## config.mk

```make
export PLATFORM = sky130hd
export DESIGN_NAME = jbi_ncrd_nack_ctl
export DESIGN_NICKNAME = d
export VERILOG_FILES = /design/src/rtl/jbi_ncrd_nack_pkg.sv /design/src/rtl/jbi_ncrd_nack_ctl.sv
export SDC_FILE = /design/constraint.sdc
export NUM_CORES = 1
export LEC_CHECK = 0
export ABC_AREA = 1
export BUFFER_PORTS_ARGS = -buffer_cell sky130_fd_sc_hd__buf_2
export CAP_MARGIN = 30
export CELL_PAD_IN_SITES_DETAIL_PLACEMENT = 1
export CELL_PAD_IN_SITES_GLOBAL_PLACEMENT = 2
export CORE_ASPECT_RATIO = 0.7
export CORE_MARGIN = 2
export CORE_UTILIZATION = 28
export DETAILED_ROUTE_END_ITERATION = 10
export PLACE_DENSITY = 0.72
export SLEW_MARGIN = 25
export SYNTH_ARGS = -nofsm -noshare
export SYNTH_HDL_FRONTEND = slang
export SYNTH_SLANG_ARGS = --single-unit
export TNS_END_PERCENT = 100
```

## constraint.sdc

```tcl
create_clock -name clk -period 2.1 [get_ports clk]
set_input_delay 0.105 -clock clk [delete_from_list [all_inputs] [get_ports clk]]
set_output_delay 0.105 -clock clk [all_outputs]
set_load 0.005 [all_outputs]
```

## src/rtl/jbi_ncrd_nack_pkg.sv

```systemverilog
// -----------------------------------------------------------------------------
// jbi_ncrd_nack_pkg
//
// Shared definitions for the NCRD nack controller (jbi_ncrd_nack_ctl).
//
// Contents:
//   NCRD_ID_W / NCRD_ID_N - width of an NCRD transaction ID and the number of IDs
//   HOLD_CYC_DEF          - default number of cycles that mout_nack is ignored
//                           after each pop
//   nack_state_e          - 2-bit encoding of the controller FSM states
//   ncrd_id_t             - NCRD transaction ID type
//   jbi_demux_4to16()     - one-hot decode of a 4-bit ID
// -----------------------------------------------------------------------------
package jbi_ncrd_nack_pkg;

  localparam int NCRD_ID_W    = 4;
  localparam int NCRD_ID_N    = 1 << NCRD_ID_W;
  localparam int HOLD_CYC_DEF = 2;

  // Controller states. The encoding is fixed so that it stays readable in
  // waveforms and matches the rest of the JBI nack logic.
  typedef enum logic [1:0] {
    ST_IDLE = 2'd0,  // waiting for mout to report an NCRD timeout
    ST_RTN  = 2'd1,  // error return requested, waiting for the arbiter
    ST_POP  = 2'd2,  // one-cycle acknowledge back to mout
    ST_HOLD = 2'd3   // ignore the stale nack level while mout updates its flop
  } nack_state_e;

  typedef logic [NCRD_ID_W-1:0] ncrd_id_t;

  // One-hot decode of an NCRD ID into a 16-bit mask.
  function automatic logic [NCRD_ID_N-1:0] jbi_demux_4to16(input ncrd_id_t sel);
    logic [NCRD_ID_N-1:0] onehot;
    onehot      = '0;
    onehot[sel] = 1'b1;
    return onehot;
  endfunction

endpackage : jbi_ncrd_nack_pkg

```

## src/rtl/jbi_ncrd_nack_ctl.sv

```systemverilog
// -----------------------------------------------------------------------------
// jbi_ncrd_nack_ctl
//
// Services NCRD timeout nacks raised by mout. For each pending nack the
// controller issues an error return to the ncio return arbiter, acknowledges
// the nack back to mout with a one-cycle pop, and then ignores the nack level
// for HOLD_CYC cycles because mout clears its nack through a register.
//
// Every nacked ID is remembered in nacked_mask so that read-return data that
// arrives late for that ID is discarded (drop_rtn_data). A mask bit is cleared
// by the late data itself or by a new NCRD that reuses the ID.
//
// Optional feature (macro JBI_NCRD_NACK_CNT_EN): when defined, adds the nack_cnt
// port carrying a saturating count of serviced nacks. When undefined the port
// and its counter do not exist; all other behaviour is unchanged.
//
// Parameters:
//   HOLD_CYC            cycles mout_nack is ignored after each pop
//
// Ports:
//   clk                 core clock
//   rst_l               asynchronous active-low reset
//   mout_nack           level: an NCRD timeout is pending in mout
//   nack_error_id[3:0]  ID of the pending timed-out NCRD (valid with mout_nack)
//   ncio_mout_nack_pop  one-cycle pulse acknowledging the nack to mout
//   err_rtn_vld         error-return request to the ncio return arbiter
//   err_rtn_id[3:0]     ID carried with err_rtn_vld
//   err_rtn_ack         arbiter accepts the error return this cycle
//   ncrd_sent           a new NCRD is issued with ncrd_id
//   ncrd_id[3:0]        ID of the new NCRD
//   rtn_data_seen       JBus read-return header seen for rtn_data_id
//   rtn_data_id[3:0]    ID of the read return
//   drop_rtn_data       combinational: current return targets a nacked ID
//   nacked_mask[15:0]   IDs that were nacked and have seen no late data yet
//   nack_cnt[7:0]       saturating count of nacks serviced (macro only)
// -----------------------------------------------------------------------------
module jbi_ncrd_nack_ctl
  import jbi_ncrd_nack_pkg::*;
#(
  parameter int unsigned HOLD_CYC = HOLD_CYC_DEF
) (
  input  logic                 clk,
  input  logic                 rst_l,
  input  logic                 mout_nack,
  input  logic [NCRD_ID_W-1:0] nack_error_id,
  output logic                 ncio_mout_nack_pop,
  output logic                 err_rtn_vld,
  output logic [NCRD_ID_W-1:0] err_rtn_id,
  input  logic                 err_rtn_ack,
  input  logic                 ncrd_sent,
  input  logic [NCRD_ID_W-1:0] ncrd_id,
  input  logic                 rtn_data_seen,
  input  logic [NCRD_ID_W-1:0] rtn_data_id,
  output logic                 drop_rtn_data,
  output logic [NCRD_ID_N-1:0] nacked_mask
`ifdef JBI_NCRD_NACK_CNT_EN
  ,
  output logic [7:0]           nack_cnt
`endif
);

  // Hold counter must be able to hold HOLD_CYC; keep at least one bit so the
  // HOLD_CYC = 0 build still elaborates.
  localparam int HOLD_W = (HOLD_CYC < 1) ? 1 : $clog2(HOLD_CYC + 1);
  localparam logic [HOLD_W-1:0] HOLD_LOAD = HOLD_W'(HOLD_CYC);
  localparam logic [HOLD_W-1:0] HOLD_ONE  = HOLD_W'(1);

  nack_state_e          state_q, state_d;
  ncrd_id_t             id_q;
  logic [HOLD_W-1:0]    hold_q, hold_d;
  logic [NCRD_ID_N-1:0] mask_q, mask_d;
  logic                 capture;

  // ---------------------------------------------------------------------------
  // FSM: state register
  // ---------------------------------------------------------------------------
  // NOTE: sequential state uses non-blocking assignments so every flop samples
  // the pre-edge value of the others, independent of process ordering.
  always_ff @(posedge clk or negedge rst_l) begin
    if (!rst_l) begin
      state_q <= ST_IDLE;
    end else begin
      state_q <= state_d;
    end
  end

  // ---------------------------------------------------------------------------
  // FSM: next-state logic
  // ---------------------------------------------------------------------------
  // NOTE: every combinational output gets a default before the case so no path
  // leaves it unassigned, which would otherwise infer a latch.
  always_comb begin
    state_d = state_q;
    unique case (state_q)
      ST_IDLE: if (mout_nack)   state_d = ST_RTN;
      ST_RTN:  if (err_rtn_ack) state_d = ST_POP;
      // With no hold window the nack can be re-sampled immediately.
      ST_POP:  state_d = (HOLD_CYC == 0) ? ST_IDLE : ST_HOLD;
      // Leave on the cycle the counter reaches zero; the "<=" also recovers a
      // counter that is already zero.
      ST_HOLD: if (hold_q <= HOLD_ONE) state_d = ST_IDLE;
      default: state_d = ST_IDLE;
    endcase
  end

  // ---------------------------------------------------------------------------
  // FSM: outputs (Moore, decoded from the registered state so that reset
  // clears them immediately)
  // ---------------------------------------------------------------------------
  always_comb begin
    err_rtn_vld        = 1'b0;
    ncio_mout_nack_pop = 1'b0;
    unique case (state_q)
      ST_RTN:  err_rtn_vld        = 1'b1;
      ST_POP:  ncio_mout_nack_pop = 1'b1;
      default: ;
    endcase
  end

  // id_q is only written in IDLE, so it is stable for the whole RTN window.
  assign err_rtn_id = id_q;

  // ---------------------------------------------------------------------------
  // Captured nack ID
  // ---------------------------------------------------------------------------
  assign capture = (state_q == ST_IDLE) && mout_nack;

  always_ff @(posedge clk or negedge rst_l) begin
    if (!rst_l) begin
      id_q <= '0;
    end else if (capture) begin
      id_q <= nack_error_id;
    end
  end

  // ---------------------------------------------------------------------------
  // Hold counter: loaded on the pop, counts the cycles in which the stale
  // mout_nack level must be ignored.
  // ---------------------------------------------------------------------------
  always_comb begin
    hold_d = hold_q;
    if (state_q == ST_POP) begin
      hold_d = HOLD_LOAD;
    end else if ((state_q == ST_HOLD) && (hold_q != '0)) begin
      hold_d = hold_q - HOLD_ONE;
    end
  end

  always_ff @(posedge clk or negedge rst_l) begin
    if (!rst_l) begin
      hold_q <= '0;
    end else begin
      hold_q <= hold_d;
    end
  end

  // ---------------------------------------------------------------------------
  // Nacked-ID mask and late-data drop
  // ---------------------------------------------------------------------------
  // Data for an ID still in RTN is not dropped: its bit is only set by the pop.
  assign drop_rtn_data = rtn_data_seen & mask_q[rtn_data_id];

  // Clears are applied first and the pop set last, so a set and a clear of the
  // same ID in one cycle leave the bit set.
  always_comb begin
    mask_d = mask_q;
    if (ncrd_sent) begin
      mask_d = mask_d & ~jbi_demux_4to16(ncrd_id);
    end
    if (drop_rtn_data) begin
      mask_d = mask_d & ~jbi_demux_4to16(rtn_data_id);
    end
    if (state_q == ST_POP) begin
      mask_d = mask_d | jbi_demux_4to16(id_q);
    end
  end

  always_ff @(posedge clk or negedge rst_l) begin
    if (!rst_l) begin
      mask_q <= '0;
    end else begin
      mask_q <= mask_d;
    end
  end

  assign nacked_mask = mask_q;

`ifdef JBI_NCRD_NACK_CNT_EN
  // ---------------------------------------------------------------------------
  // Saturating count of serviced nacks (one per pop)
  // ---------------------------------------------------------------------------
  logic [7:0] cnt_q;

  always_ff @(posedge clk or negedge rst_l) begin
    if (!rst_l) begin
      cnt_q <= '0;
    end else if ((state_q == ST_POP) && (cnt_q != 8'hFF)) begin
      cnt_q <= cnt_q + 8'd1;
    end
  end

  assign nack_cnt = cnt_q;
`endif

endmodule : jbi_ncrd_nack_ctl

```

### Word level (Yosys, flattened, before mapping)

Index checks and enable logic that the tools add are counted.
W data, S select, Z words.

| operators by class | value |
|---|---|
| add/sub/neg operators | 1 |
| magnitude comparators | 7 |
| equality and inequality tests | 6 |
| reduce and logical (&&, ||, !) cells | 9 |
| bitwise operators | 6 |
| multiplexer cells | 19 |

Operator list:

| cell | count |
|---|---|
| $mux W16 | 3 |
| $and A16 B16 Y16 | 2 |
| $not A16 Y16 | 2 |
| $or A16 B16 Y16 | 1 |
| $lt A4 B5 Y1 const B | 3 |
| $demux W1 S4 | 3 |
| $ge A4 B1 Y1 const B | 3 |
| $mux W2 | 5 |
| $pmux W2 S4 | 1 |
| $mux W1 | 6 |
| $ne A2 B2 Y1 const B | 3 |
| $logic_and A1 B1 Y1 | 5 |
| $bmux W1 S4 | 1 |
| $eq A2 B2 Y1 const B | 2 |
| $reduce_bool A2 Y1 | 2 |
| $reduce_and A3 Y1 | 1 |
| $eq A2 B1 Y1 const B | 1 |
| $le A2 B1 Y1 const B | 1 |
| $logic_not A2 Y1 | 1 |
| $sub A2 B1 Y2 const B | 1 |
| $and A1 B1 Y1 | 1 |

| word-level totals | value |
|---|---|
| flip-flop bits (word level) | 24 |
| output and inout port bits | 23 |
| bits of input ports | 18 |

### Longest topological paths before layout

Gate-level depths: netlist (run 1).

| logic depth | value |
|---|---|
| depth after elaboration | 11 |
| mapped depth | 12 |

### Worst setup path after synthesis (run 1)

Ideal clock, no wire load.

| path | value |
|---|---|
| path type | register to register |
| from | register state_q[0] |
| to | register mask_q[15], in the netlist nacked_mask[15] |
| setup slack | 0.768 ns |
| stages on the path, launching flop included | 7 |
| path buffers | 0 |
| data required time | 2.031 ns |
| arrival | 1.263 ns |
| cell sequence | dfrtp_1 -> inv_1 -> ha_1 -> inv_1 -> nor3_1 -> nand3_1 -> nand3_1 |

| on the way | value |
|---|---|
| cells in the longest elaborated chain, start to end | 2 |

Ends and longest elaborated chain:

| element | line | text |
|---|---|---|
| start, declared | jbi_ncrd_nack_ctl.sv:68 | `nack_state_e state_q, state_d;` |
| start signal, assigned | jbi_ncrd_nack_ctl.sv:83 | `state_q <= state_d;` |
| $eq A2 B2 Y1 | jbi_ncrd_nack_ctl.sv:173 | `if (state_q == ST_POP) begin` |
| $mux W16 | jbi_ncrd_nack_ctl.sv:173 |  |
| named net mask_d[15] | jbi_ncrd_nack_ctl.sv:71 | `logic [NCRD_ID_N-1:0] mask_q, mask_d;` |
| end signal, assigned | jbi_ncrd_nack_ctl.sv:182 | `mask_q <= mask_d;` |
| end, declared | jbi_ncrd_nack_ctl.sv:71 |  |

The timed path passes the listed nets, and every way through them passes these cells.
A chain may end at the register's enable or synchronous reset.

### Worst setup path in the final report (run 1)

| path | value |
|---|---|
| from | register mask_q[6], in the netlist nacked_mask[6] |
| to | output port drop_rtn_data |

| on the way | value |
|---|---|
| cells in the longest elaborated chain, start to end | 3 |

Ends and longest elaborated chain:

| element | line | text |
|---|---|---|
| $bmux W1 S4 | jbi_ncrd_nack_ctl.sv:161 | `assign drop_rtn_data = rtn_data_seen & mask_q[rtn_data_id];` |
| $mux W1 (not written as such) | jbi_ncrd_nack_ctl.sv:161 |  |
| $and A1 B1 Y1 | jbi_ncrd_nack_ctl.sv:161 |  |
| end, declared | jbi_ncrd_nack_ctl.sv:54 | `output logic drop_rtn_data,` |

Every way passes these cells. The select of a mux whose other input is x is not followed.

==> reports/qor.txt, run 1 <==
DR pass1 iterations = 4
First-pass GRT wire length = 10500 um
Inserted Diodes = 0
F_max = 539 MHz
CORE AREA = 6370 sq um
CTS tree = yes
Root Driver = clkbuf_8
Vias = 1916
R2R depth = 9
P per Cell Area = 1240 nW/um^2
Leak Pwr = 1.28 nW
CP Class = reg2out
Vias per cell = 4.80
Final clock period utilization by the worst path = 88.4%
CTS resizes = 0
Synthesized area = 1890 sq um
Crit path to = drop_rtn_data
Synth area leader = dfrtp_1
Gr usage total = 18.6%
Met2 usage = 25.9%
Layout cell share with drive strength beyond 1 = 23.4%
Post-synthesis sequential area ratio = 31.9%
Synth Area per Inst = 7.01 sq um
RR Startpoint = nacked_mask[6]$_DFF_PN0_
Final WL = 6400 um
Mapped Nets = 294
Synth cell types = 20
Setup violations, final = 0
PortBufs = 40
Total gr overflow = 0
Clock buffer depth = 2
Final core occ = 34.7%
Fin area = 2210 sq um
Final hold vios = 0
Post-placement cell area = 2130 sq um
Area share of the largest cell type after synthesis = 31.9%
Global routing met1 resource utilization = 30.7%
Status = completed
Nets@finish = 334
Worst Setup SP = nacked_mask[6]$_DFF_PN0_
Global routing's busiest layer = met1
Clock Sinks = 24
Worst Path Arrival = 1.75 ns
RSZ-0062 raised after global routing = false
Antenna-violating nets left = 0
Crit path capture type = output port
Global Route met3 Usage = 2.97%
Worst VDD drop = 367 uV
Setup Fix Bufs, Post-CTS = 0
CP max FO = 17
Worst Hold Class = in2reg
Post-DP HPWL = 5120 um
Fin Clk Skew = 0.00341 ns
Largest net degree at the start of global routing = 25
Worst-Margin Slew = 0.582 ns
WP data required = 2.00 ns
# rows = 24
DRC Markers = 0
Setup slack, reg-to-reg = 0.49 ns
Slew headroom = 61.2%
Gpl congestion = 0.835
Iteration-0 DRC count of the detailed router = 111
H-tree depth = 1
Clk slew on worst S/H paths = 0.09 ns
Max cap viols = 0
Worst reg2reg endpoint = nacked_mask[10]$_DFF_PN0_
Final TNS setup = 0 ns
# IOs = 41
Area Overhead vs Synth = 17.1%
Vias in the first global route = 1900
Initial antenna violation count = 0
Most common cell after layout, fill and taps aside = nand2_1
CTS buffer count = 3
Synth top area cells = dfrtp_1, nand2_1, nand3_2
Die area = 7420 sq um
Starting Density = 29.6%
Worst Hold Slack = 0.0706 ns
Die X = 102 um
Die H = 72.7 um
Power Total = 2.73 mW
Synth Instances = 269
Minimum clock period = 1.86 ns
Fill cells = 833
Yosys warns = 0
Clock latency at the later pin of the worst-skew pair = 0.28 ns
Worst setup SP type = register
#FFs+latches synth = 24
Pins Over Slew Limit = 0
Post-detailed-route wirelength per cell = 16.1 um
Most frequent cells in the layout = nand2_1, inv_1, buf_2
-- metrics by stage --
step                      std cells  worst slack (ns)
after floorplan                 269             0.768
after global placement          394             0.442
after detailed placement        394             0.488
after CTS                       399             0.242
after global routing            399            0.0942
final                           399             0.245
-- layout make-up --
| cell class | instances | area, sq um | share of cell area, % |
|---|---|---|---|
| timing repair buffer | 42 | 218 | 9.86 |
| clock buffer | 3 | 41.3 | 1.87 |
| tap | 91 | 114 | 5.16 |
| clock inverter | 1 | 30.0 | 1.36 |
| multi-input combinational | 196 | 1050 | 47.4 |
| sequential | 24 | 601 | 27.2 |
| inverter | 42 | 158 | 7.14 |
-- critical path: stages, from the launching register on --
cell     delay (ns)
dfrtp_1        0.44
nand2_1        0.09
nand2_1        0.05
nand2_1        0.05
nand2_1        0.05
nand2_1        0.06
nand2_2        0.08
o21ai_4        0.47
inv_2          0.04
buf_2          0.13
-- cell families (layout without fill, tap and decap cells) --
logic type,after synthesis,after routing,share of synthesized area (%)
buf+inv,49,88,12.7
fa+ha+maj,7,7,4.64
compound gates,44,44,12.5
flops,24,24,31.9
simple gates,145,145,38.4
-- metal layers --
layer | vias to the layer above | share of wire [%]
met2 | 47 | 39
met3 | 4 | 4.7
met1 | 925 | 56
met5 | - | 0
li1 | 940 | -
met4 | 0 | 0.28
-- cells in the mapped netlist --
cell       n
a21oi_1   22
a221oi_1   1
buf_1      1
buf_12     2
buf_6      3
clkbuf_1   1
dfrtp_1   24
ha_1       7
inv_1     40
inv_2      2
nand2_1   73
nand2_2    3
nand2_4    1
nand3_1   26
nand3_2   20
nand4_1    1
nor2_1    18
nor3_1     3
o21ai_0   20
o21ai_4    1
-- registers in the layout, summed over array words and instances, names as in the netlist --
register     cells
err_rtn_id       4
state_q          2
hold_q           2
nacked_mask     16
-- report_power, final --
group / leakage [nW] / internal, mW / switching [mW] / total (mW)
clock: 0.0357 / 0.256 / 0.171 / 0.427
combinational: 0.941 / 0.512 / 0.881 / 1.39
sequential: 0.299 / 0.680 / 0.228 / 0.908
-- worst min path at each step --
stage                      from                         to  slack (ns)  depth (start not counted)
4_1_cts        nack_error_id[3]  err_rtn_id[3]$_DFFE_PN0P_        0.07                          3
6_report       nack_error_id[3]  err_rtn_id[3]$_DFFE_PN0P_        0.07                          3
2_1_floorplan             rst_l  err_rtn_id[0]$_DFFE_PN0P_       -0.19                          0
5_1_grt        nack_error_id[0]  err_rtn_id[0]$_DFFE_PN0P_        0.11                          3
3_3_place_gp              rst_l      hold_q[1]$_DFFE_PN0P_        0.15                          1
3_5_place_dp              rst_l  nacked_mask[14]$_DFF_PN0_        0.15                          1
-- timing repair --
| action | CTS | global route |
|---|---|---|
| hold endpoints to repair | 24 | 0 |
| hold buffers | 1 | 0 |
| endpoints found under the setup margin | 0 | 0 |
No activity file was read; power rests on OpenSTA's default activity.
==> run 2, diff against run 1 <==
ABC_AREA = unset   (was 1)
PLACE_DENSITY = 0.66   (was 0.72)
==> run 2 against run 1 <==
Wire length is 32% lower. Total power is 17% lower. Final area is 19% lower. Hold slack worse by 0.0084 ns. Clock-buffer cell count stayed put. Non-clock buffer count is 1 lower. Maximum frequency is 5.2% higher. Via count is 33% lower. Clock skew is 0.00087 ns lower. Sequential cell count stayed put. Worst setup slack better by 0.091 ns. Clock power is 4.7% lower. Critical path type unchanged. Largest cell class unchanged.
==> reports/qor.txt, run 2 <==
Synth cell types = 33 (+65%)
Status = completed
H-tree depth = 1 (unchanged)
Nets@finish = 200 (-40%)
Synth top area cells = dfrtp_1, ha_1, a22o_1
Top-count cell post-synth = dfrtp_1
Starting Density = 29.5% (-0.15 points)
# IOs = 41 (unchanged)
Worst Path Arrival = 1.66 ns (-0.09 ns)
F_max = 567 MHz (+5.2%)
Clk slew on worst S/H paths = 0.08 ns (about the same)
Post-synthesis sequential area ratio = 41.9% (+10 points)
Ys async rst share = 100% (unchanged)
Iteration-0 DRC count of the detailed router = 56 (-50%)
Largest family of logic cells by synthesized area = compound AO/OA/AOI/OAI gates
Worst VDD drop = 378 uV (+3.1%)
Clock Sinks = 24 (unchanged)
CTS buffer count = 3 (unchanged)
Non-filler cells, final = 243 (-39%)
Vias in the first global route = 1359 (-28%)
Die area = 5710 sq um (-23%)
Worst-Margin Slew = 0.587 ns (+0.00499 ns)
Final hold vios = 0 (unchanged)
# rows = 21 (-13%)
Die X = 89.5 um (-12%)
Max cap viols = 0 (unchanged)
Final core occ = 36.7% (+2.0 points)
Gr usage total = 16.5% (-2.1 points)
Fin Clk Skew = 0.00254 ns (-0.000870 ns)
Post-detailed-route wirelength per cell = 18.0 um (+12%)
Synth Area per Inst = 10.9 sq um (+56%)
Largest net degree at the start of global routing = 25 (unchanged)
Inst Count DP = 238 (-40%)
Vias = 1276 (-33%)
Minimum clock period = 1.76 ns (-0.0913 ns)
Worst Hold Class = in2reg
Slew headroom = 60.8% (-0.42 points)
CP Class = reg2out
Crit path capture type = output port
Most frequent cells after synthesis = dfrtp_1, nor2_1, a22o_1, a22oi_1
Most common cell after layout, fill and taps aside = buf_2
Die H = 63.8 um (-12%)
Layout cell share with drive strength beyond 1 = 30.5% (+7.1 points)
Post-DP HPWL = 3460 um (-32%)
Leak Pwr = 0.841 nW (-34%)
Vias per cell = 5.25 (+9.4%)
Post-synth EDFFs = 0 (unchanged)
CORE AREA = 4860 sq um (-24%)
Simple-Gate Fraction of Synth Area = 17.8% (-21 points)
Initial antenna violation count = 0 (unchanged)
Yosys warns = 0 (unchanged)
Post-synthesis compound-gate area fraction = 19.9% (+7.4 points)
WP data required = 2.00 ns (about the same)
CTS tree = yes
Synth Instances = 131 (-51%)
Final TNS setup = 0 ns (unchanged)
Multiplexer share of the synthesized area = 10.7% (+11 points)
Synth Flop Type = dfrtp_1
Total gr overflow = 0 (unchanged)
Synth area leader = dfrtp_1
CTS resizes = 0 (unchanged)
RSZ-0062 raised after global routing = false
Worst setup SP type = register
Gpl congestion = 0.814 (-2.4%)
Setup slack, reg-to-reg = 0.53 ns (+0.04 ns)
Antenna-violating nets left = 0 (unchanged)
First-pass GRT wire length = 7110 um (-33%)
Post-placement cell area = 1700 sq um (-20%)
Most frequent cells in the layout = buf_2, dfrtp_1, nor2_1
Final WL = 4370 um (-32%)
Clock buffer depth = 2 (unchanged)
Setup violations, final = 0 (unchanged)
Fin area = 1780 sq um (-19%)
Mapped Nets = 156 (-47%)
Inserted Diodes = 0 (unchanged)
Clock latency at the later pin of the worst-skew pair = 0.27 ns (about the same)
Area share of the largest cell type after synthesis = 41.9% (+10 points)
#FFs+latches synth = 24 (unchanged)
Pins Over Slew Limit = 0 (unchanged)
DRC Markers = 0 (unchanged)
XOR/XNOR Fraction of Synth Area = 0.611% (+0.61 points)
CP max FO = 3 (-14)
Final clock period utilization by the worst path = 84.0% (-4.3 points)
Root Driver = clkbuf_8
P per Cell Area = 1270 nW/um^2 (+2.4%)
Synth Area in Adders = 6.11% (+1.5 points)
Synthesized area = 1430 sq um (-24%)
Max reg flops = 16 (unchanged)
PortBufs = 40 (unchanged)
Area Overhead vs Synth = 24.5%
DR pass1 iterations = 4 (unchanged)
Worst Hold Slack = 0.0622 ns (-0.00844 ns)
[run 2: changes by cell type after synthesis, moves of 9 or more]
| cell | change |
|---|---|
| a22oi_1 | +9 |
| o21ai_0 | -19 |
| inv_1 | -33 |
| nand3_1 | -18 |
| a22o_1 | +9 |
| nand2_1 | -67 |
| nand3_2 | -20 |
| a21oi_1 | -22 |
[run 2: per-stage QoR]
step	setup slack, ns	total power, mW
after floorplan	0.687	1.43
after global placement	0.587	1.85
after detailed placement	0.541	1.88
after CTS	0.302	2.29
after global routing	0.236	2.46
final	0.336	2.26
[run 2: report_power, final]
group	internal [mW]	switching, mW	total, mW
clock	0.255	0.152	0.407
sequential	0.678	0.207	0.885
combinational	0.496	0.471	0.966
[run 2: area by class of cell]
cell class / count / area [sq um]
multi-input combinational: 98 / 790
clock inverter: 1 / 30.0
tap: 69 / 86.3
clock buffer: 3 / 41.3
timing repair buffer: 41 / 210
sequential: 24 / 601
inverter: 7 / 26.3
fill: 570 / 3080
[run 2: metal layers]
metal  wire, um  global-route usage [%]  vias up
met4         41                    3.36        0
met5          0                       0        -
met1       2180                    24.4      646
met2       1900                    24.5       41
met3        241                    3.62        4
li1           -                       -      585
[run 2: worst max-delay path: stages, from the launching register on]
cell     delay [ns]
dfrtp_1        0.41
mux4_1         0.53
a22oi_2        0.22
o31ai_1        0.09
buf_2          0.14
[run 2: path summary, 6_finish.rpt]
check | start | endpoint | depth (start not counted)
worst min register to register | hold_q[1]$_DFFE_PN0P_ | hold_q[1]$_DFFE_PN0P_ | 1
worst max-delay path | nacked_mask[1]$_DFF_PN0_ | drop_rtn_data | 4
worst max register to register | state_q[0]$_DFFE_PN0P_ | nacked_mask[2]$_DFF_PN0_ | 5
worst min-delay path | nack_error_id[2] | err_rtn_id[2]$_DFFE_PN0P_ | 2
max in group asynchronous | rst_l | nacked_mask[9]$_DFF_PN0_ | 2
min in group asynchronous | rst_l | nacked_mask[7]$_DFF_PN0_ | 2
[run 2: repair_timing]
action / 4_1_cts / 5_1_grt
hold buffers: 1 / 0
endpoints found under the hold margin: 24 / 0
setup buffers: 0 / 0
setup endpoints to repair: 0 / 0
[run 2: cell families (layout without fill, tap and decap cells)]
family          after synthesis  in the layout
compound gates               34             34
simple gates                 46             46
fa+ha+maj                     7              7
mux                          10             10
buf+inv                       9             52
flops                        24             24
xor+xnor                      1              1
